<file path="config.mk">
export PLATFORM = sky130hd
export DESIGN_NAME = ahb_traffic_gen
export DESIGN_NICKNAME = d
export VERILOG_FILES = /design/src/rtl/ahb_traffic_gen_pkg.sv /design/src/rtl/ahb_beat_ctr.sv /design/src/rtl/ahb_traffic_gen.sv
export SDC_FILE = /design/constraint.sdc
export NUM_CORES = 1
export LEC_CHECK = 0
export ABC_AREA = 1
export BUFFER_PORTS_ARGS = -buffer_cell sky130_fd_sc_hd__buf_2
export CAP_MARGIN = 40
export CORE_MARGIN = 8
export CORE_UTILIZATION = 25
export CTS_BUF_LIST = sky130_fd_sc_hd__clkbuf_16
export DETAILED_ROUTE_END_ITERATION = 12
export RECOVER_POWER = 50
export SYNTH_ARGS = -nofsm -noshare
export SYNTH_HDL_FRONTEND = slang
export SYNTH_SLANG_ARGS = --single-unit
</file>
<file path="constraint.sdc">
create_clock -name Hclk -period 1.8 [get_ports Hclk]
set_input_delay 0.45 -clock Hclk [delete_from_list [all_inputs] [get_ports Hclk]]
set_output_delay 0.45 -clock Hclk [all_outputs]
set_load 0.01 [all_outputs]
</file>
<file path="src/rtl/ahb_traffic_gen_pkg.sv">
// rtl/ahb_traffic_gen_pkg.sv - shared AHB encodings and FSM states for ahb_traffic_gen
// Contents: HTRANS_* / HRESP_* codes, state_t for the master FSM.
package ahb_traffic_gen_pkg;

    localparam logic [1:0] HTRANS_IDLE   = 2'b00;
    localparam logic [1:0] HTRANS_NONSEQ = 2'b10;
    localparam logic [1:0] HTRANS_SEQ    = 2'b11;

    localparam logic [1:0] HRESP_OKAY  = 2'b00;
    localparam logic [1:0] HRESP_ERROR = 2'b01;

    typedef enum logic [2:0] {
        ST_IDLE = 3'd0,
        ST_ADDR = 3'd1,
        ST_PIPE = 3'd2,
        ST_LAST = 3'd3,
        ST_ERR  = 3'd4
    } state_t;

endpackage

</file>
<file path="src/rtl/ahb_beat_ctr.sv">
// rtl/ahb_beat_ctr.sv - address/beat counter with load, enable and terminal flag
// Ports: clk, rst_n (async active-low), load + load_addr/load_len, en (advance one beat),
//        addr (current address-phase address), beat (address-phase beat index),
//        last (beat is the final beat of the burst).
module ahb_beat_ctr #(
    parameter int ADDR_W    = 32,
    parameter int LEN_W     = 4,
    parameter int ADDR_STEP = 4
) (
    input  logic              clk,
    input  logic              rst_n,
    input  logic              load,
    input  logic              en,
    input  logic [ADDR_W-1:0] load_addr,
    input  logic [LEN_W-1:0]  load_len,
    output logic [ADDR_W-1:0] addr,
    output logic [LEN_W-1:0]  beat,
    output logic              last
);

    logic [LEN_W-1:0] len;

    always_ff @(posedge clk or negedge rst_n) begin
        if (!rst_n) begin
            addr <= '0;
            beat <= '0;
            len  <= '0;
        end else if (load) begin
            addr <= load_addr;
            beat <= '0;
            len  <= load_len;
        end else if (en) begin
            // Address wraps naturally at 2^ADDR_W; no 1KB boundary handling here.
            addr <= addr + ADDR_W'(ADDR_STEP);
            beat <= beat + LEN_W'(1);
        end
    end

    assign last = (beat == len);

endmodule

</file>
<file path="src/rtl/ahb_traffic_gen.sv">
// rtl/ahb_traffic_gen.sv - AHB-Lite master turning single/INCR commands into pipelined transfers
// Ports: Hclk/Hresetn; command side cmd_valid/cmd_ready/cmd_write/cmd_addr/cmd_wdata/cmd_len;
//        AHB side Hreadyout/Hresp/Hrdata in, Hwrite/Hreadyin/Htrans/Haddr/Hwdata out;
//        response side rsp_valid/rsp_rdata/rsp_err and cmd_done pulses.
module ahb_traffic_gen #(
    parameter int ADDR_W    = 32,
    parameter int DATA_W    = 32,
    parameter int LEN_W     = 4,
    parameter int ADDR_STEP = 4
) (
    input  logic              Hclk,
    input  logic              Hresetn,
    input  logic              cmd_valid,
    output logic              cmd_ready,
    input  logic              cmd_write,
    input  logic [ADDR_W-1:0] cmd_addr,
    input  logic [DATA_W-1:0] cmd_wdata,
    input  logic [LEN_W-1:0]  cmd_len,
    input  logic              Hreadyout,
    input  logic [1:0]        Hresp,
    input  logic [DATA_W-1:0] Hrdata,
    output logic              Hwrite,
    output logic              Hreadyin,
    output logic [1:0]        Htrans,
    output logic [ADDR_W-1:0] Haddr,
    output logic [DATA_W-1:0] Hwdata,
    output logic              rsp_valid,
    output logic [DATA_W-1:0] rsp_rdata,
    output logic              rsp_err,
    output logic              cmd_done
);

    import ahb_traffic_gen_pkg::*;

    state_t            state;
    logic [DATA_W-1:0] wdata_base;
    logic [LEN_W-1:0]  beat;
    logic              beat_last;
    logic              accept;
    logic              ctr_en;
    logic              bus_err;
    logic [DATA_W-1:0] beat_rdata;
    logic [DATA_W-1:0] next_wdata;

    // Single-slave fabric: HREADY seen by the slave is its own ready.
    assign Hreadyin   = Hreadyout;
    assign accept     = (state == ST_IDLE) && cmd_valid && cmd_ready;
    assign bus_err    = (Hresp == HRESP_ERROR);
    assign beat_rdata = Hwrite ? '0 : Hrdata;
    // beat is the index of the address phase that is completing, which is also
    // the beat whose data phase starts next.
    assign next_wdata = wdata_base + DATA_W'(beat);

    // Advance the address only when another beat remains and the bus moves.
    assign ctr_en = Hreadyout && !beat_last &&
                    ((state == ST_ADDR) || ((state == ST_PIPE) && !bus_err));

    ahb_beat_ctr #(
        .ADDR_W    (ADDR_W),
        .LEN_W     (LEN_W),
        .ADDR_STEP (ADDR_STEP)
    ) u_beat_ctr (
        .clk       (Hclk),
        .rst_n     (Hresetn),
        .load      (accept),
        .en        (ctr_en),
        .load_addr (cmd_addr),
        .load_len  (cmd_len),
        .addr      (Haddr),
        .beat      (beat),
        .last      (beat_last)
    );

    always_ff @(posedge Hclk or negedge Hresetn) begin
        if (!Hresetn) begin
            state      <= ST_IDLE;
            cmd_ready  <= 1'b1;
            Htrans     <= HTRANS_IDLE;
            Hwrite     <= 1'b0;
            Hwdata     <= '0;
            wdata_base <= '0;
            rsp_valid  <= 1'b0;
            rsp_rdata  <= '0;
            rsp_err    <= 1'b0;
            cmd_done   <= 1'b0;
        end else begin
            rsp_valid <= 1'b0;
            rsp_err   <= 1'b0;
            cmd_done  <= 1'b0;
            case (state)
                ST_IDLE: begin
                    if (accept) begin
                        cmd_ready  <= 1'b0;
                        Hwrite     <= cmd_write;
                        wdata_base <= cmd_wdata;
                        Htrans     <= HTRANS_NONSEQ;
                        state      <= ST_ADDR;
                    end else begin
                        // Entering IDLE with cmd_ready low guarantees one idle
                        // cycle after cmd_done before the next accept.
                        cmd_ready <= 1'b1;
                    end
                end
                ST_ADDR: begin
                    if (Hreadyout) begin
                        Hwdata <= next_wdata;
                        if (beat_last) begin
                            Htrans <= HTRANS_IDLE;
                            state  <= ST_LAST;
                        end else begin
                            Htrans <= HTRANS_SEQ;
                            state  <= ST_PIPE;
                        end
                    end
                end
                ST_PIPE: begin
                    if (bus_err) begin
                        // Cancel the pending SEQ; remaining beats are dropped.
                        Htrans <= HTRANS_IDLE;
                        if (Hreadyout) begin
                            rsp_valid <= 1'b1;
                            rsp_err   <= 1'b1;
                            rsp_rdata <= beat_rdata;
                            cmd_done  <= 1'b1;
                            state     <= ST_IDLE;
                        end else begin
                            state <= ST_ERR;
                        end
                    end else if (Hreadyout) begin
                        rsp_valid <= 1'b1;
                        rsp_rdata <= beat_rdata;
                        Hwdata    <= next_wdata;
                        if (beat_last) begin
                            Htrans <= HTRANS_IDLE;
                            state  <= ST_LAST;
                        end else begin
                            Htrans <= HTRANS_SEQ;
                        end
                    end
                end
                ST_LAST: begin
                    if (bus_err && !Hreadyout) begin
                        state <= ST_ERR;
                    end else if (Hreadyout) begin
                        rsp_valid <= 1'b1;
                        rsp_err   <= bus_err;
                        rsp_rdata <= beat_rdata;
                        cmd_done  <= 1'b1;
                        state     <= ST_IDLE;
                    end
                end
                ST_ERR: begin
                    if (Hreadyout) begin
                        rsp_valid <= 1'b1;
                        rsp_err   <= 1'b1;
                        rsp_rdata <= beat_rdata;
                        cmd_done  <= 1'b1;
                        state     <= ST_IDLE;
                    end
                end
                default: begin
                    Htrans <= HTRANS_IDLE;
                    state  <= ST_IDLE;
                end
            endcase
        end
    end

endmodule
</file>
# Word-level counts from Yosys, hierarchy flattened
# Cells that the tools add are included.
# Widths: inputs -> output; s select.
[classes]
addsub = 3
n_eq_ne = 12
muxes = 35
n_bitwise = 1
n_reduce_logical = 21
[ops]
columns = ["cell", "count"]
rows = [
  ["$mux 32", 7],
  ["$pmux 32 s2", 2],
  ["$add 32x3->32 const B", 1],
  ["$add 32x4->32", 1],
  ["$mux 3", 8],
  ["$pmux 3 s5", 1],
  ["$mux 2", 4],
  ["$mux 4", 2],
  ["$ne 2x2->1 const B", 4],
  ["$pmux 2 s4", 1],
  ["$reduce_and 2->1", 4],
  ["$mux 1", 7],
  ["$eq 3x2->1 const B", 2],
  ["$logic_and 1x1->1", 6],
  ["$ne 3x3->1 const B", 2],
  ["$pmux 1 s3", 2],
  ["$reduce_bool 2->1", 3],
  ["$add 4x1->4 const B", 1],
  ["$eq 4x4->1", 1],
  ["$reduce_and 4->1", 1],
  ["$reduce_or 2->1", 2],
  ["$eq 3x1->1 const B", 1],
  ["$eq 3x3->1 const B", 1],
  ["$logic_not 1->1", 3],
  ["5 further kinds", 5],
]
[word_totals]
register_bits = 146
inputBits = 107
output_inout_bits = 104
wordCells = 85

# Logic depth before layout (Yosys ltp)
[logic_depth]
depth_word = 7
depth_mapped = 12
mapped_depth_nobuf = 12

# Modules after synthesis
# A second synthesis with hierarchy kept.
[unflattened]
hier_cells = 1027
hier_area_um2 = 7742.4
[by_module_without_submodules]
columns = ["module", "instances", "cells_each", "area_each_um2", "seq_area_each_um2"]
rows = [
  ["ahb_traffic_gen", 1, 663, 5196.2, 2653.8],
  ["ahb_beat_ctr", 1, 364, 2546.2, 1001.0],
]

# Least setup slack after synthesis
# Ideal clock, no wire load.
[synth_path]
kind = "register to register"
startpoint = "register u_beat_ctr.beat[0]"
endpoint = "register Hwdata[10]"
setup_ps = 83
arrival_time_ps = 1645
t_required_ps = 1717
slack_ps = 73
path_stages_with_launch = 9
path_buffers = 0
period_less_slack_ps = 1727
cell_sequence = "dfrtp_1 > ha_1 > fa_1 > nand2_1 > nand3_1 > nand3_1 > nor2_1 > xor2_1 > o21ai_0"
[synth_between]
elab_chain_cells = 4
[synth_lines]
columns = ["element", "line", "source"]
rows = [
  ["start, declared", "ahb_beat_ctr.sv:17", "output logic [LEN_W-1:0] beat,"],
  ["start signal, assigned", "ahb_beat_ctr.sv:35", "beat <= beat + LEN_W'(1);"],
  ["$add 32x4->32 *", "ahb_traffic_gen.sv:52", "assign next_wdata = wdata_base + DATA_W'(beat);"],
  ["$mux 32 *", "ahb_traffic_gen.sv:105, ahb_traffic_gen.sv:129", ""],
  ["$mux 32", "ahb_traffic_gen.sv:117", "if (bus_err) begin"],
  ["$pmux 32 s2 *", "ahb_traffic_gen.sv:90", "case (state)"],
  ["end signal, assigned", "ahb_traffic_gen.sv:106", "Hwdata <= next_wdata;"],
  ["end signal, assigned", "ahb_traffic_gen.sv:132", "Hwdata <= next_wdata;"],
  ["end, declared", "ahb_traffic_gen.sv:26", "output logic [DATA_W-1:0] Hwdata,"],
]
# Every way passes the cells marked *; elsewhere a longest branch is shown, timed or not. The select of a mux whose other input is x is not followed.
# A chain may end at the register's enable or synchronous reset.

# Worst setup path after layout
[layout_path]
startpoint = "register state[1]"
endpoint = "register u_beat_ctr.addr[12]"
[layout_between]
elab_chain_cells = 5
word_cells_on_any_way = 10
classes_between = "2 x eq/ne; 1 x mux; 7 x reduce/logical"
[layout_lines]
columns = ["element", "line", "source"]
rows = [
  ["start, declared", "ahb_traffic_gen.sv:35", "state_t state;"],
  ["start signal, assigned", "ahb_traffic_gen.sv:76", "state <= ST_IDLE;"],
  ["start signal, assigned", "ahb_traffic_gen.sv:97", "state <= ST_ADDR;"],
  ["start signal, assigned", "ahb_traffic_gen.sv:109", "state <= ST_LAST;"],
  ["$eq 3x2->1", "ahb_traffic_gen.sv:56", "((state == ST_ADDR) || ((state == ST_PIPE) && !bus_err));"],
  ["$logic_and 1x1->1", "ahb_traffic_gen.sv:56", ""],
  ["$logic_or 1x1->1", "ahb_traffic_gen.sv:56", ""],
  ["$logic_and 1x1->1", "ahb_traffic_gen.sv:55", "assign ctr_en = Hreadyout && !beat_last &&"],
  ["$reduce_bool 2->1 (no line)", "-", ""],
  ["end signal, assigned", "ahb_beat_ctr.sv:29", "addr <= load_addr;"],
  ["end signal, assigned", "ahb_beat_ctr.sv:34", "addr <= addr + ADDR_W'(ADDR_STEP);"],
  ["end, declared", "ahb_beat_ctr.sv:16", "output logic [ADDR_W-1:0] addr,"],
]
# Parallel ways exist; a longest one is shown, timed or not.

==> qor.txt <==
Layout Nets -> 1,494
Max Clk Rate -> 0.594 GHz
# clock sinks -> 146
CP arrival -> 1.99 ns
Hold WS -> 0.215 ns
grt ovf -> 0
adder-cell share of the synthesized area -> 0.0119
Min Clock Period, post-route -> 1.68 ns
final cell count without fillers -> 1,796
Avg Inst Size Synth -> 7.00 um2
Worst R2R Start -> state[1]
worst path cell trace -> nor2_1 -> nand2_1 -> nor2_4 -> inv_2 -> buf_12 -> o21ai_0 -> a21oi_1
status -> completed
vias in the first global route -> 8,128
# IOs -> 211
post-synthesis compound-gate area fraction -> 0.0462
row count -> 65
antenna viol nets, final -> 0
Yosys reg bits -> 146
Ys Warns -> 0
Pleak -> 5.32 nW
Max stage delay cell, worst path -> dfrtp_2
instance area at placement -> 0.00973 mm2
Post-Layout Inst Area -> 0.0105 mm2
die area -> 0.0379 mm2
hold_sp -> cmd_wdata[4]
first-pass GRT wire length -> 44,200 um
DR vias/cell -> 4.59
final setup TNS -> 0 ns
DRC viols -> 0
post-synthesis xor/xnor area fraction -> 0.0164
CTS tree -> yes
Worst-path clk slew -> 0.08 ns
Syn Nets -> 1,255
Root Driver -> clkbuf_16
worst relative slew slack -> 0.417
hpwl dp -> 20,600 um
CTS buffer count -> 17
Synth-to-Final Area Change -> 30.9%
GP Congestion -> 0.913
Post-Synth Simple-Gate Area -> 0.409
H-tree Lvls -> 4
Final WS setup -> 0.118 ns
Synth cell types -> 34
Power, Total -> 17.1 mW
initial core utilization -> 0.253
max incr delay on CP -> 0.45 ns
DRT Pass-1 Iters -> 5
final hold vios -> 0
DR WL/cell -> 15.6 um
Syn Std Cell Area -> 0.00799 mm2
max-cap violations -> 0
mux cell area share after synthesis -> 0
Core Region -> 0.0316 mm2
clk buf depth -> 2
Critical Path Sink Type -> flip-flop
clk_skew -> 0.0197 ns
CP Launch Type -> flip-flop
Critical Path RT -> 2.10 ns
Power Density -> 1630 mW/mm2
Tcrit/Tclk final -> 0.935
worst skew pair latency -> 0.44 ns
Global Route Usage Sum -> 0.144
# port buffers -> 210
initial antenna violation count -> 1
Crit Path Category -> reg -> reg
Final Util -> 0.331
largest net degree at the start of global routing -> 84
Die Wd -> 195 um
drt initial violations -> 629
sequential fraction of the synthesis area -> 0.457
gate count after technology mapping -> 1,141
Die H -> 195 um
vias -> 8,240
Async SR Flop Fraction -> 1.00
Placement Setup Slack -> -0.0450 ns
Worst Setup SP -> state[1]
Post-Place Cells -> 1,754
worst-margin pin slew -> 0.875 ns
Most used DFF post-synth -> dfrtp_1
Slew Limit Fails -> 0
Hold Crit Class -> in -> reg
endpoints failing setup -> 0
Max IR drop VDD -> 0.000776 V
CP Max Fanout -> 21
number of flops mapped to enable cells by yosys -> 0
share of layout cells above drive strength 1 -> 0.201
wirelength, routed -> 28,000 um
largest family of logic cells by synthesized area -> simple AND/OR/NAND/NOR gates
## flip-flops by register name, indices dropped and copies added, names as in the netlist
signal,count
Hwrite,1
Hwdata,32
rsp_rdata,32
state,3
rsp_err,1
u_beat_ctr.len,4
Htrans,2
u_beat_ctr.beat,4
wdata_base,32
cmd_done,1
cmd_ready,1
rsp_valid,1
u_beat_ctr.addr,32
## worst max-delay path, delay by kind of cell (launching register included)
family | cells | cell delay, ns
DFF | 1 | 0.45
AOI/OAI and AO/OA | 2 | 0.43
and+or+nand+nor | 3 | 0.42
buffers and inverters | 2 | 0.25
## synthesized netlist by cell type, drive strengths merged (10+ instances only)
cell type | instances | area (um2)
a21oi | 10 | 53.8
inv | 75 | 284
nand2 | 549 | 2100
dfrtp | 145 | 3630
buf | 25 | 148
nand3b | 17 | 128
clkbuf | 10 | 37.5
o21ai | 53 | 265
nor2 | 105 | 420
xor2 | 11 | 96.3
nand3 | 104 | 526
nor3 | 10 | 50.1
## timing repair
item / in CTS / in global routing
setup endpoints to repair: 8 / 59
pin swaps: 0 / 6
buffers inserted: 0 / 7
hold buffers: 1 / 0
gates cloned: 0 / 1
hold endpoints to repair: 11 / 0
gates resized for setup: 1 / 28
## cell usage in the layout, fill, tap and decap left out, drive strengths merged
cell type	n
clkinv	8
o21bai	4
a31oi	2
diode	1
xnor2	4
dlygate4sd3	1
inv	82
dfrtp	145
fa	1
a21oi	10
nor2	105
nand2	549
nor3	10
buf	206
nand3	104
dfstp	1
clkbuf	65
or2	2
nand3b	17
o211ai	1
ha	6
xor2	11
nand4	6
o21ai	53
## path summary, 6_finish.rpt
path                            slack (ns)  cells after the start                   to
worst max-delay path                  0.12                      7  u_beat_ctr.addr[12]
worst min-delay path                  0.22                      3        wdata_base[4]
worst max register to register        0.12                      7  u_beat_ctr.addr[12]
worst min register to register        0.48                      2   u_beat_ctr.addr[1]
max in group asynchronous             0.24                      3             state[1]
min in group asynchronous             0.38                      2           Hwdata[22]
## final cells by class
class                      count  area (um2)
clock buffer                  17         425
antenna                        1        2.50
inverter                      75         287
multi-input combinational    885        3950
fill                        3440       21100
clock inverter                15         204
tap                          402         503
sequential                   146        3660
timing repair buffer         255        1430
## per-layer routing
metal	vias up	part of all wire	global-route usage
met5	-	0	0
met4	0	0.013	0.0407
met3	22	0.068	0.0354
met2	289	0.49	0.244
met1	3860	0.43	0.179
li1	4069	-	-
## cell families (layout without fill, tap and decap cells)
| family | after synthesis | after routing |
|---|---|---|
| other cells | 0 | 1 |
| flops | 146 | 146 |
| fa+ha+maj | 7 | 7 |
| compound gates | 70 | 70 |
| simple gates | 793 | 793 |
| buf+inv | 110 | 362 |
| xor+xnor | 15 | 15 |
## power breakdown
group | internal [mW] | switching (mW) | total (mW)
Clock | 1.92 | 1.80 | 3.72
Sequential | 4.71 | 1.37 | 6.07
Combinational | 2.78 | 4.51 | 7.29
Total | 9.41 | 7.68 | 17.1
Power figures use the tool's default switching activity.
